$ cat src/rtl/aes_pkg.sv
// Shared constants and types for the iterative AES-128 round controller:
// round count, FSM state encoding, round constants and the forward S-box.
package aes_pkg;

  localparam int NR = 10;

  typedef enum logic [1:0] {
    IDLE,
    ISSUE,
    WAIT,
    DONE
  } state_e;

  // Entry 0 is unused; pass r (1..10) uses RCON[r] to derive its round key.
  localparam logic [7:0] RCON [0:NR] = '{
    8'h00, 8'h01, 8'h02, 8'h04, 8'h08, 8'h10, 8'h20, 8'h40, 8'h80, 8'h1b, 8'h36
  };

  localparam logic [7:0] SBOX [0:255] = '{
    8'h63, 8'h7c, 8'h77, 8'h7b, 8'hf2, 8'h6b, 8'h6f, 8'hc5, 8'h30, 8'h01, 8'h67, 8'h2b, 8'hfe, 8'hd7, 8'hab, 8'h76,
    8'hca, 8'h82, 8'hc9, 8'h7d, 8'hfa, 8'h59, 8'h47, 8'hf0, 8'had, 8'hd4, 8'ha2, 8'haf, 8'h9c, 8'ha4, 8'h72, 8'hc0,
    8'hb7, 8'hfd, 8'h93, 8'h26, 8'h36, 8'h3f, 8'hf7, 8'hcc, 8'h34, 8'ha5, 8'he5, 8'hf1, 8'h71, 8'hd8, 8'h31, 8'h15,
    8'h04, 8'hc7, 8'h23, 8'hc3, 8'h18, 8'h96, 8'h05, 8'h9a, 8'h07, 8'h12, 8'h80, 8'he2, 8'heb, 8'h27, 8'hb2, 8'h75,
    8'h09, 8'h83, 8'h2c, 8'h1a, 8'h1b, 8'h6e, 8'h5a, 8'ha0, 8'h52, 8'h3b, 8'hd6, 8'hb3, 8'h29, 8'he3, 8'h2f, 8'h84,
    8'h53, 8'hd1, 8'h00, 8'hed, 8'h20, 8'hfc, 8'hb1, 8'h5b, 8'h6a, 8'hcb, 8'hbe, 8'h39, 8'h4a, 8'h4c, 8'h58, 8'hcf,
    8'hd0, 8'hef, 8'haa, 8'hfb, 8'h43, 8'h4d, 8'h33, 8'h85, 8'h45, 8'hf9, 8'h02, 8'h7f, 8'h50, 8'h3c, 8'h9f, 8'ha8,
    8'h51, 8'ha3, 8'h40, 8'h8f, 8'h92, 8'h9d, 8'h38, 8'hf5, 8'hbc, 8'hb6, 8'hda, 8'h21, 8'h10, 8'hff, 8'hf3, 8'hd2,
    8'hcd, 8'h0c, 8'h13, 8'hec, 8'h5f, 8'h97, 8'h44, 8'h17, 8'hc4, 8'ha7, 8'h7e, 8'h3d, 8'h64, 8'h5d, 8'h19, 8'h73,
    8'h60, 8'h81, 8'h4f, 8'hdc, 8'h22, 8'h2a, 8'h90, 8'h88, 8'h46, 8'hee, 8'hb8, 8'h14, 8'hde, 8'h5e, 8'h0b, 8'hdb,
    8'he0, 8'h32, 8'h3a, 8'h0a, 8'h49, 8'h06, 8'h24, 8'h5c, 8'hc2, 8'hd3, 8'hac, 8'h62, 8'h91, 8'h95, 8'he4, 8'h79,
    8'he7, 8'hc8, 8'h37, 8'h6d, 8'h8d, 8'hd5, 8'h4e, 8'ha9, 8'h6c, 8'h56, 8'hf4, 8'hea, 8'h65, 8'h7a, 8'hae, 8'h08,
    8'hba, 8'h78, 8'h25, 8'h2e, 8'h1c, 8'ha6, 8'hb4, 8'hc6, 8'he8, 8'hdd, 8'h74, 8'h1f, 8'h4b, 8'hbd, 8'h8b, 8'h8a,
    8'h70, 8'h3e, 8'hb5, 8'h66, 8'h48, 8'h03, 8'hf6, 8'h0e, 8'h61, 8'h35, 8'h57, 8'hb9, 8'h86, 8'hc1, 8'h1d, 8'h9e,
    8'he1, 8'hf8, 8'h98, 8'h11, 8'h69, 8'hd9, 8'h8e, 8'h94, 8'h9b, 8'h1e, 8'h87, 8'he9, 8'hce, 8'h55, 8'h28, 8'hdf,
    8'h8c, 8'ha1, 8'h89, 8'h0d, 8'hbf, 8'he6, 8'h42, 8'h68, 8'h41, 8'h99, 8'h2d, 8'h0f, 8'hb0, 8'h54, 8'hbb, 8'h16
  };

  function automatic logic [7:0] sbox(input logic [7:0] b);
    return SBOX[b];
  endfunction

endpackage

$ cat src/rtl/aes_key_step.sv
// Combinational AES-128 key-schedule step: derives the next round key from
// the current one and its round constant.
module aes_key_step
  import aes_pkg::*;
(
  input  logic [127:0] key_i,
  input  logic [7:0]   rcon_i,
  output logic [127:0] key_o
);

  logic [31:0] w_cur [4];
  logic [31:0] w_nxt [4];
  logic [31:0] temp;

  for (genvar gi = 0; gi < 4; gi++) begin : g_words
    assign w_cur[gi] = key_i[127-32*gi -: 32];
    assign key_o[127-32*gi -: 32] = w_nxt[gi];
  end

  // SubWord(RotWord(w3)) with the round constant folded into the top byte.
  assign temp = {sbox(w_cur[3][23:16]), sbox(w_cur[3][15:8]),
                 sbox(w_cur[3][7:0]),   sbox(w_cur[3][31:24])} ^ {rcon_i, 24'h000000};

  assign w_nxt[0] = w_cur[0] ^ temp;
  assign w_nxt[1] = w_cur[1] ^ w_nxt[0];
  assign w_nxt[2] = w_cur[2] ^ w_nxt[1];
  assign w_nxt[3] = w_cur[3] ^ w_nxt[2];

endmodule

$ cat src/rtl/aes_round_ctrl.sv
// Iterative AES-128 round sequencer: issues 11 datapath passes per block and
// returns the ciphertext on a valid/ready port. AES_ROUND_TIMEOUT_EN adds a per-pass watchdog.
module aes_round_ctrl
  import aes_pkg::*;
#(
  parameter int TIMEOUT_CYCLES = 64
) (
  input  logic         clk,
  input  logic         rst,
  input  logic         in_valid,
  output logic         in_ready,
  input  logic [127:0] plain_in,
  input  logic [127:0] key_in,
  output logic         out_valid,
  input  logic         out_ready,
  output logic [127:0] cipher_out,
  output logic         dp_valid,
  output logic [127:0] dp_state,
  output logic [127:0] dp_key,
  output logic         dp_is_first,
  output logic         dp_is_last,
  output logic [3:0]   dp_round,
  input  logic         dp_ok,
  input  logic [127:0] dp_result,
  output logic         err
);

  state_e       state_q, state_d;
  logic [127:0] data_q, data_d;
  logic [127:0] key_q, key_d;
  logic [3:0]   round_q, round_d;
  logic [127:0] key_next;
  logic [7:0]   rcon_next;
  logic         expire;

  assign rcon_next = (round_q < 4'(NR)) ? RCON[round_q + 4'd1] : 8'h00;

  aes_key_step u_key_step (
    .key_i  (key_q),
    .rcon_i (rcon_next),
    .key_o  (key_next)
  );

`ifdef AES_ROUND_TIMEOUT_EN
  logic [7:0] wait_q, wait_d;
  logic       err_q;

  // A dp_ok arriving on the expiry cycle takes priority over the abort.
  assign expire = (state_q == WAIT) && !dp_ok && (wait_q == 8'(TIMEOUT_CYCLES - 1));

  always_comb begin
    wait_d = wait_q;
    if (state_q == ISSUE) begin
      wait_d = 8'd0;
    end else if (state_q == WAIT) begin
      wait_d = wait_q + 8'd1;
    end
  end

  always_ff @(posedge clk) begin
    if (rst) begin
      wait_q <= 8'd0;
      err_q  <= 1'b0;
    end else begin
      wait_q <= wait_d;
      err_q  <= expire;
    end
  end

  assign err = err_q;
`else
  logic unused_timeout;

  assign unused_timeout = (TIMEOUT_CYCLES > 0);
  assign expire         = 1'b0;
  assign err            = 1'b0;
`endif

  always_ff @(posedge clk) begin
    if (rst) begin
      state_q <= IDLE;
      data_q  <= '0;
      key_q   <= '0;
      round_q <= 4'd0;
    end else begin
      state_q <= state_d;
      data_q  <= data_d;
      key_q   <= key_d;
      round_q <= round_d;
    end
  end

  always_comb begin
    state_d = state_q;
    data_d  = data_q;
    key_d   = key_q;
    round_d = round_q;
    case (state_q)
      IDLE: begin
        if (in_valid) begin
          data_d  = plain_in;
          key_d   = key_in;
          round_d = 4'd0;
          state_d = ISSUE;
        end
      end
      ISSUE: state_d = WAIT;
      WAIT: begin
        if (dp_ok) begin
          data_d = dp_result;
          if (round_q == 4'(NR)) begin
            state_d = DONE;
          end else begin
            key_d   = key_next;
            round_d = round_q + 4'd1;
            state_d = ISSUE;
          end
        end else if (expire) begin
          state_d = IDLE;
        end
      end
      DONE: begin
        if (out_ready) begin
          state_d = IDLE;
        end
      end
      default: state_d = IDLE;
    endcase
  end

  always_comb begin
    in_ready    = (state_q == IDLE);
    dp_valid    = (state_q == ISSUE);
    out_valid   = (state_q == DONE);
    cipher_out  = data_q;
    dp_state    = data_q;
    dp_key      = key_q;
    dp_round    = round_q;
    dp_is_first = (round_q == 4'd0);
    dp_is_last  = (round_q == 4'(NR));
  end

endmodule

$ cat config.mk
export PLATFORM = sky130hd
export DESIGN_NAME = aes_round_ctrl
export DESIGN_NICKNAME = d
export VERILOG_FILES = /design/src/rtl/aes_pkg.sv /design/src/rtl/aes_key_step.sv /design/src/rtl/aes_round_ctrl.sv
export SDC_FILE = /design/constraint.sdc
export NUM_CORES = 2
export LEC_CHECK = 0
export CORE_AREA = 2 2 303 305
export DETAILED_ROUTE_END_ITERATION = 10
export DIE_AREA = 0 0 305 307
export PLACE_DENSITY = 0.62
export SKIP_LAST_GASP = 1
export SLEW_MARGIN = 20
export SYNTH_ARGS = -nofsm -noshare
export SYNTH_HDL_FRONTEND = slang
export SYNTH_SLANG_ARGS = --single-unit
$ cat constraint.sdc
create_clock -name clk -period 3.9 [get_ports clk]
set_input_delay 0.39 -clock clk [delete_from_list [all_inputs] [get_ports clk]]
set_output_delay 0.39 -clock clk [all_outputs]
set_load 0.02 [all_outputs]
## Word-level counts from Yosys, hierarchy flattened

Memory sizes are Yosys's and may differ from the RTL's.
Index checks and enable logic that the tools add are counted.

| word-level totals | value |
|---|---|
| flip-flop bits (word level) | 262 |
| ROM bits | 8320 |
| input port bits | 389 |
| output and inout port bits | 394 |
| word-level logic and storage cells | 67 |
| memories kept | 5 |

Memory list:

| name | words | bits a word | read ports | clocked after memory_dff | write ports | RTL line | RTL |
|---|---|---|---|---|---|---|---|
| (name not given) | 256 | 8 | 1 | 0 | 0 | aes_pkg.sv:39 | `return SBOX[b];` |
| (name not given) | 256 | 8 | 1 | 0 | 0 | aes_pkg.sv:39 |  |
| (name not given) | 256 | 8 | 1 | 0 | 0 | aes_pkg.sv:39 |  |
| (name not given) | 256 | 8 | 1 | 0 | 0 | aes_pkg.sv:39 |  |
| (name not given) | 16 | 8 | 1 | 0 | 0 | aes_round_ctrl.sv:36 | `assign rcon_next = (round_q < 4'(NR)) ? RCON[round_q + 4'd1] : 8'h00;` |

| cells by class | value |
|---|---|
| add/subtract/negate cells | 1 |
| order comparisons | 6 |
| equal/unequal tests | 8 |
| muxes and demuxes | 27 |
| bitwise gates (word level) | 10 |
| reductions and logical operators | 6 |

Operators by type and width:

| kind | number |
|---|---|
| two-way mux 128 bit | 5 |
| one-hot mux 128 bit (2 select lines) | 2 |
| XOR 32 bit | 5 |
| two-way mux 8 bit | 11 |
| >= comparator 9 bit, second input constant | 4 |
| inverter 8 -> 9 bit | 4 |
| two-way mux 4 bit | 3 |
| two-way mux 2 bit | 4 |
| one-hot mux 2 bit (4 select lines) | 1 |
| one-hot mux 4 bit (2 select lines) | 1 |
| inequality test 2 bit, second input constant | 3 |
| AND reduction 3 bit | 2 |
| >= comparator 5 bit, second input constant | 1 |
| inverter 4 -> 5 bit | 1 |
| adder 4 x 1 -> 4 bit, second input constant | 1 |
| == test 2 bit, second input constant | 2 |
| == test 4 bit, second input constant | 1 |
| zero test 4 bit | 1 |
| less-than comparator 4 bit, second input constant | 1 |
| AND reduction 4 bit | 1 |
| == test 2 x 1 -> 1 bit, second input constant | 1 |
| zero test 2 bit | 1 |
| inequality test 2 x 1 -> 1 bit, second input constant | 1 |
| nonzero test 2 bit | 1 |

## Depth between registers and ports, before layout

| depth | value |
|---|---|
| word-level depth | 14 |
| gate-level depth with buffers | 16 |
| gate-level depth less buffers | 11 |

## Cells and area by module

From an unflattened synthesis, not the netlist that was laid out.

| unflattened totals | value |
|---|---|
| cells, all modules | 3708 |
| area total of the unflattened synthesis | 29540.8 µm² |

Modules (own cells, without submodules):

| module | times used | cells each | area each (µm²) | sequential area each (µm²) |
|---|---|---|---|---|
| aes_key_step | 1 | 2310 | 16041.6 | 0.0 |
| aes_round_ctrl | 1 | 1398 | 13499.2 | 5245.0 |

## Worst setup path before layout

OpenSTA, ideal clock, no wires.

| path | value |
|---|---|
| path kind | register to register |
| from | register key_q[25] (netlist: dp_key[25]) |
| to | register key_q[0] (netlist: dp_key[0]) |
| library setup time | 0.096 ns |
| arrival | 4.102 ns |
| required time | 3.804 ns |
| path slack | -0.297 ns |
| cell stages (with the launch flop) | 16 |
| buffers on the path | 4 |
| period minus slack after synthesis | 4.197 ns |
| cell sequence | dfxtp_1 > clkbuf_1 > clkbuf_1 > clkbuf_1 > inv_1 > ha_1 > clkbuf_1 > nor2_1 > nor3_1 > a21oi_1 > mux4_2 > mux4_2 > xnor2_1 > nand2_1 > o22ai_1 > a221oi_1 |

| between the ends | value |
|---|---|
| longest elaborated chain between the ends | 12 |

RTL lines:

| element | RTL line | RTL |
|---|---|---|
| from (decl) | aes_round_ctrl.sv:30 | `logic [127:0] key_q, key_d;` |
| from (signal assigned) | aes_round_ctrl.sv:88 | `key_q <= key_d;` |
| inverter 8 -> 9 bit (implied by the code) | aes_pkg.sv:39 |  |
| memory (256 x 8 bit) | n/a |  |
| two-way mux 8 bit (implied by the code) (2 in a row) | aes_pkg.sv:39 |  |
| XOR 32 bit | aes_key_step.sv:22 | `sbox(w_cur[3][7:0]), sbox(w_cur[3][31:24])} ^ {rcon_i, 24'h000000};` |
| XOR 32 bit | aes_key_step.sv:24 | `assign w_nxt[0] = w_cur[0] ^ temp;` |
| XOR 32 bit | aes_key_step.sv:25 | `assign w_nxt[1] = w_cur[1] ^ w_nxt[0];` |
| XOR 32 bit | aes_key_step.sv:26 | `assign w_nxt[2] = w_cur[2] ^ w_nxt[1];` |
| XOR 32 bit | aes_key_step.sv:27 | `assign w_nxt[3] = w_cur[3] ^ w_nxt[2];` |
| two-way mux 128 bit | aes_round_ctrl.sv:111 | `if (round_q == 4'(NR)) begin` |
| two-way mux 128 bit | aes_round_ctrl.sv:109 | `if (dp_ok) begin` |
| one-hot mux 128 bit (2 select lines) | aes_round_ctrl.sv:98 | `case (state_q)` |

No other way between the ends. The select of a mux whose other input is x is not followed.
A chain may end at the register's enable or synchronous reset.

## Final worst setup path

| path | value |
|---|---|
| from | register key_q[9] (netlist: dp_key[9]) |
| to | register key_q[16] (netlist: dp_key[16]) |

Same word-level chain as after synthesis.

==> impl_results.md <==
* Setup slack, reg-to-reg at about 0.1 ns
* Final min period at between 3 and 4 ns
* FF-to-FF path depth at 12
* Max-cap violations at 0
* Final Cycle Share at between 90% and 100%
* Fmax achieved at between 200 and 300 MHz
* DR vias at roughly 38000
* Gp weighted congestion at 1.033
* Port Buf Inserts at 781
* Post-route cell area at slightly above 40000 um2
* Core area at 90690 um2
* Die W at approximately 310 um
* CP Launch Type: flop
* CP cell instances: clkinv_1, buf_4, ha_1, or2_2, nor2b_1, mux4_2, mux2i_2, mux4_2, xor2_1, xnor2_2, a31o_2, a221oi_1
* Relative max-transition margin at 37.15%
* Leak Pwr at 14.95 nW
* Final Hold Viols at 0
* Fill count at 9230
* Drt total wl at between 150000 and 200000 um
* Ys async rst share at 0%
* RR Endpoint: dp_key[16]$_SDFFE_PP0P_
* #FFs+latches synth at ~260
* Setup Skew at ~0.031 ns
* Total track usage at a little under two fifths
* DIE AREA at 93640 um2
* WP data arrival at 4.28 ns
* Max Slew Vio Count at 0
* Drt drc at 0
* Vias/cell at approximately 6.3
* CTS buffer count at 38
* CTS Hold Bufs at 0
* Crit end category: flop
* CTS max path bufs at 3
* Setup CP Type: reg -> reg
* Ports at roughly 780
* Post-synthesis sequential area ratio at ~18%
* Largest net degree at the start of global routing at 150
* First-pass DRT Iterations at 7
* Initial antenna violation count at 35
* Placed cell count at a little under 6000
* Ys Warns at 0
* Top_reg_cell synth: dfxtp_1
* GRT overflow at 0
* Net count after synthesis at between 4000 and 5000
* Worst Hold Depth at 2
* Min-delay src: rst
* Power Dens Cells at roughly 450 nW/um2
* Worst Hold Class: in -> reg
* Critical R2R Launch: dp_key[9]$_SDFFE_PP0P_
* CP most frequent cell: mux4_2
* First-pass GRT wire length at 263600 um
* Mean post-synth cell area at 7.112 um2
* Hold Path Sink: dp_key[90]$_SDFFE_PP0P_
* Slowest stage delay, CP at between 0.4 and 0.5 ns
* Post-DP HPWL at approximately 140000 um
* Req. time, crit path at approximately 4.4 ns
* Postcts setup bufs at 0
* Sink Count at roughly 260
* Critical Path Source: dp_key[9]$_SDFFE_PP0P_
* Outcome: complete, no violations
* Cell Rows at about 110
* RSZ-0062 raised after global routing: yes
* Layout cells sized above 1 at approximately an eighth
* Max IR drop VDD at between 0.2 and 0.25 mV
* Iter 0 DRT Violations at 5204
* Critical Path Fanout Max at 14
* Starting density of the core at 32.71%
* Setup TNS at 0 ns
* Placed instance area at 39310 um2
* Area Growth Syn to Fin at 36.85%
* Post-Synthesis Cells at between 4000 and 5000
* Non-Filler Instances at between 5000 and 6000
* # nets final at roughly 5200
* Netlist cell types at a little over 100
* Clk root buf: clkbuf_16
* Final worst slack at about 0.10 ns
* Vias in the first global route at ~35000
* Cell Area, Synth at just under 30000 um2
* Die Y-Extent at just over 300 um
* Worst Hold Slack at around 0.25 ns
* EDFF count, synth at 0
* TritonCTS clock tree: built
* Post-DR wirelength/cell at 31.39 um
* Htree depth at 2
* Clock-pin slew on the worst setup and hold paths at 0.05 ns
* Clock latency on the worst-skew pair at between 0.5 and 0.6 ns
* Post-Place Worst Slack at 0.06215 ns
* Worst Tran Pin Value at between 0.9 and 1 ns
* Post-DRT Antenna Nets at 0
* Final setup viols at 0
* Slowest CP cell: mux4_2
[cell families (layout without fill, tap and decap cells)]
| group | count (synthesis) | in the layout | share of synthesized area, % |
|---|---|---|---|
| AND/OR/NAND/NOR | 1632 | 1632 | 25.94 |
| AO/OA/AOI/OAI | 1280 | 1280 | 30.56 |
| buffers and inverters | 655 | 1276 | 10.89 |
| flip-flops | 262 | 262 | 17.68 |
| XOR/XNOR | 137 | 137 | 4.543 |
| multiplexers | 137 | 137 | 7.550 |
| adder cells (fa/ha/maj) | 67 | 67 | 2.826 |
| other | 1 | 19 | 0.01264 |
[metrics by stage]
stage | util (%) | total power, mW
after floorplan | - | 9.736
after global placement | 43.34 | 14.72
after detailed placement | 43.34 | 14.57
after CTS | 44.66 | 18.10
after global routing | 44.74 | 19.09
final | 44.76 | 18.39
[how the worst max path moves through the flow]
stage,cells past startpoint,end,slack (ns)
after floorplan,15,dp_key[2]$_SDFFE_PP0P_,0.001
after global placement,12,dp_key[19]$_SDFFE_PP0P_,0.03
after detailed placement,12,dp_key[19]$_SDFFE_PP0P_,0.06
after CTS,12,dp_key[48]$_SDFFE_PP0P_,0.12
after global routing,11,dp_key[19]$_SDFFE_PP0P_,-0.02
final,12,dp_key[16]$_SDFFE_PP0P_,0.10
[registers in the layout, summed over array words and instances (netlist names)]
signal and flops:
cipher_out 128, dp_key 128, dp_round 4, state_q 2
[cells in the mapped netlist (17+ instances only)]
library cell    n  area [um2]
a2111oi_0      17       148.9
a221oi_1       41       359.1
a211oi_1       58       435.4
o21a_1         17       127.6
mux4_2         67        1509
o22ai_1        33       206.5
buf_1          43       161.4
buf_4         149        1119
and2_1         43       269.0
a21o_1         30       225.2
o311ai_0       32       280.3
nand3b_1       20       150.1
nand2b_1       94       588.1
a311o_1        23       230.2
ha_1           67       838.3
o211ai_1       47       352.8
inv_1          59       221.5
nor3b_1        20       150.1
a31oi_1        92       575.6
nand3_1       121       605.6
o31ai_1        37       277.8
dfxtp_1       262        5245
nor3_1        114       570.6
o21ai_0       212        1061
or4_1          24       180.2
a311oi_1      175        1533
and3_1         33       206.5
xnor2_1        84       735.7
mux2i_1        46       460.4
clkbuf_1      295        1107
buf_2          87       435.4
a21oi_1       230        1151
xor2_1         40       350.3
or2_2          29       181.4
a22oi_1        32       240.2
nor2_1        415        1558
or3_1          24       150.1
mux2_2         24       270.3
nand2_1       543        2038
nor2b_1        87       544.3
[per-layer routing]
layer | track usage (%) | vias up | wire length (um)
met5 | 0 | - | 252
met4 | 14.14 | 36 | 7696
met3 | 10.43 | 391 | 21950
met2 | 57.24 | 2453 | 80330
met1 | 51.69 | 18480 | 78020
li1 | - | 16460 | -
[power breakdown]
group,total (mW),leakage [nW],internal [mW],switching (mW)
clock,3.48,0.591,2.00,1.48
combinational,11.4,12.2,4.73,6.68
sequential,3.51,2.17,2.97,0.543
[layout by cell type (no fill, tap or decap), types with 59 or more instances in the layout]
master and instances:
nor3_1 114, a31oi_1 91, nor2_1 414, nor2b_1 85, a21oi_1 229, a311oi_1 175, nand2_1 543, ha_1 64
xnor2_1 81, nand2b_1 93, o21ai_0 212, inv_1 59, clkdlybuf4s50_1 780, mux4_2 67, nand3_1 121, dfxtp_1 245
buf_4 320
[repair_timing]
action,CTS,global route
setup endpoints to repair,1,8
gates resized for setup,1,9
endpoints found under the hold margin,0,0
[layout make-up]
class	instances	area, um2	area share, %
timing repair buffer	1143	11060	27.24
antenna	18	45.04	0.1110
tap	1186	1484	3.655
clock buffer	55	1126	2.774
sequential	262	5284	13.02
inverter	68	255.2	0.6287
clock inverter	10	65.06	0.1603
multi-input combinational	3254	21280	52.42
[worst max-delay path, delay by kind of cell, from the launching register on]
family,cells,cell delay (ns)
fa+ha+maj,1,0.33
xor+xnor,2,0.54
buf+inv,2,0.29
mux,3,1.12
simple gates,2,0.52
compound gates,2,0.56
flops,1,0.33
(Power assumes the default switching activity.)
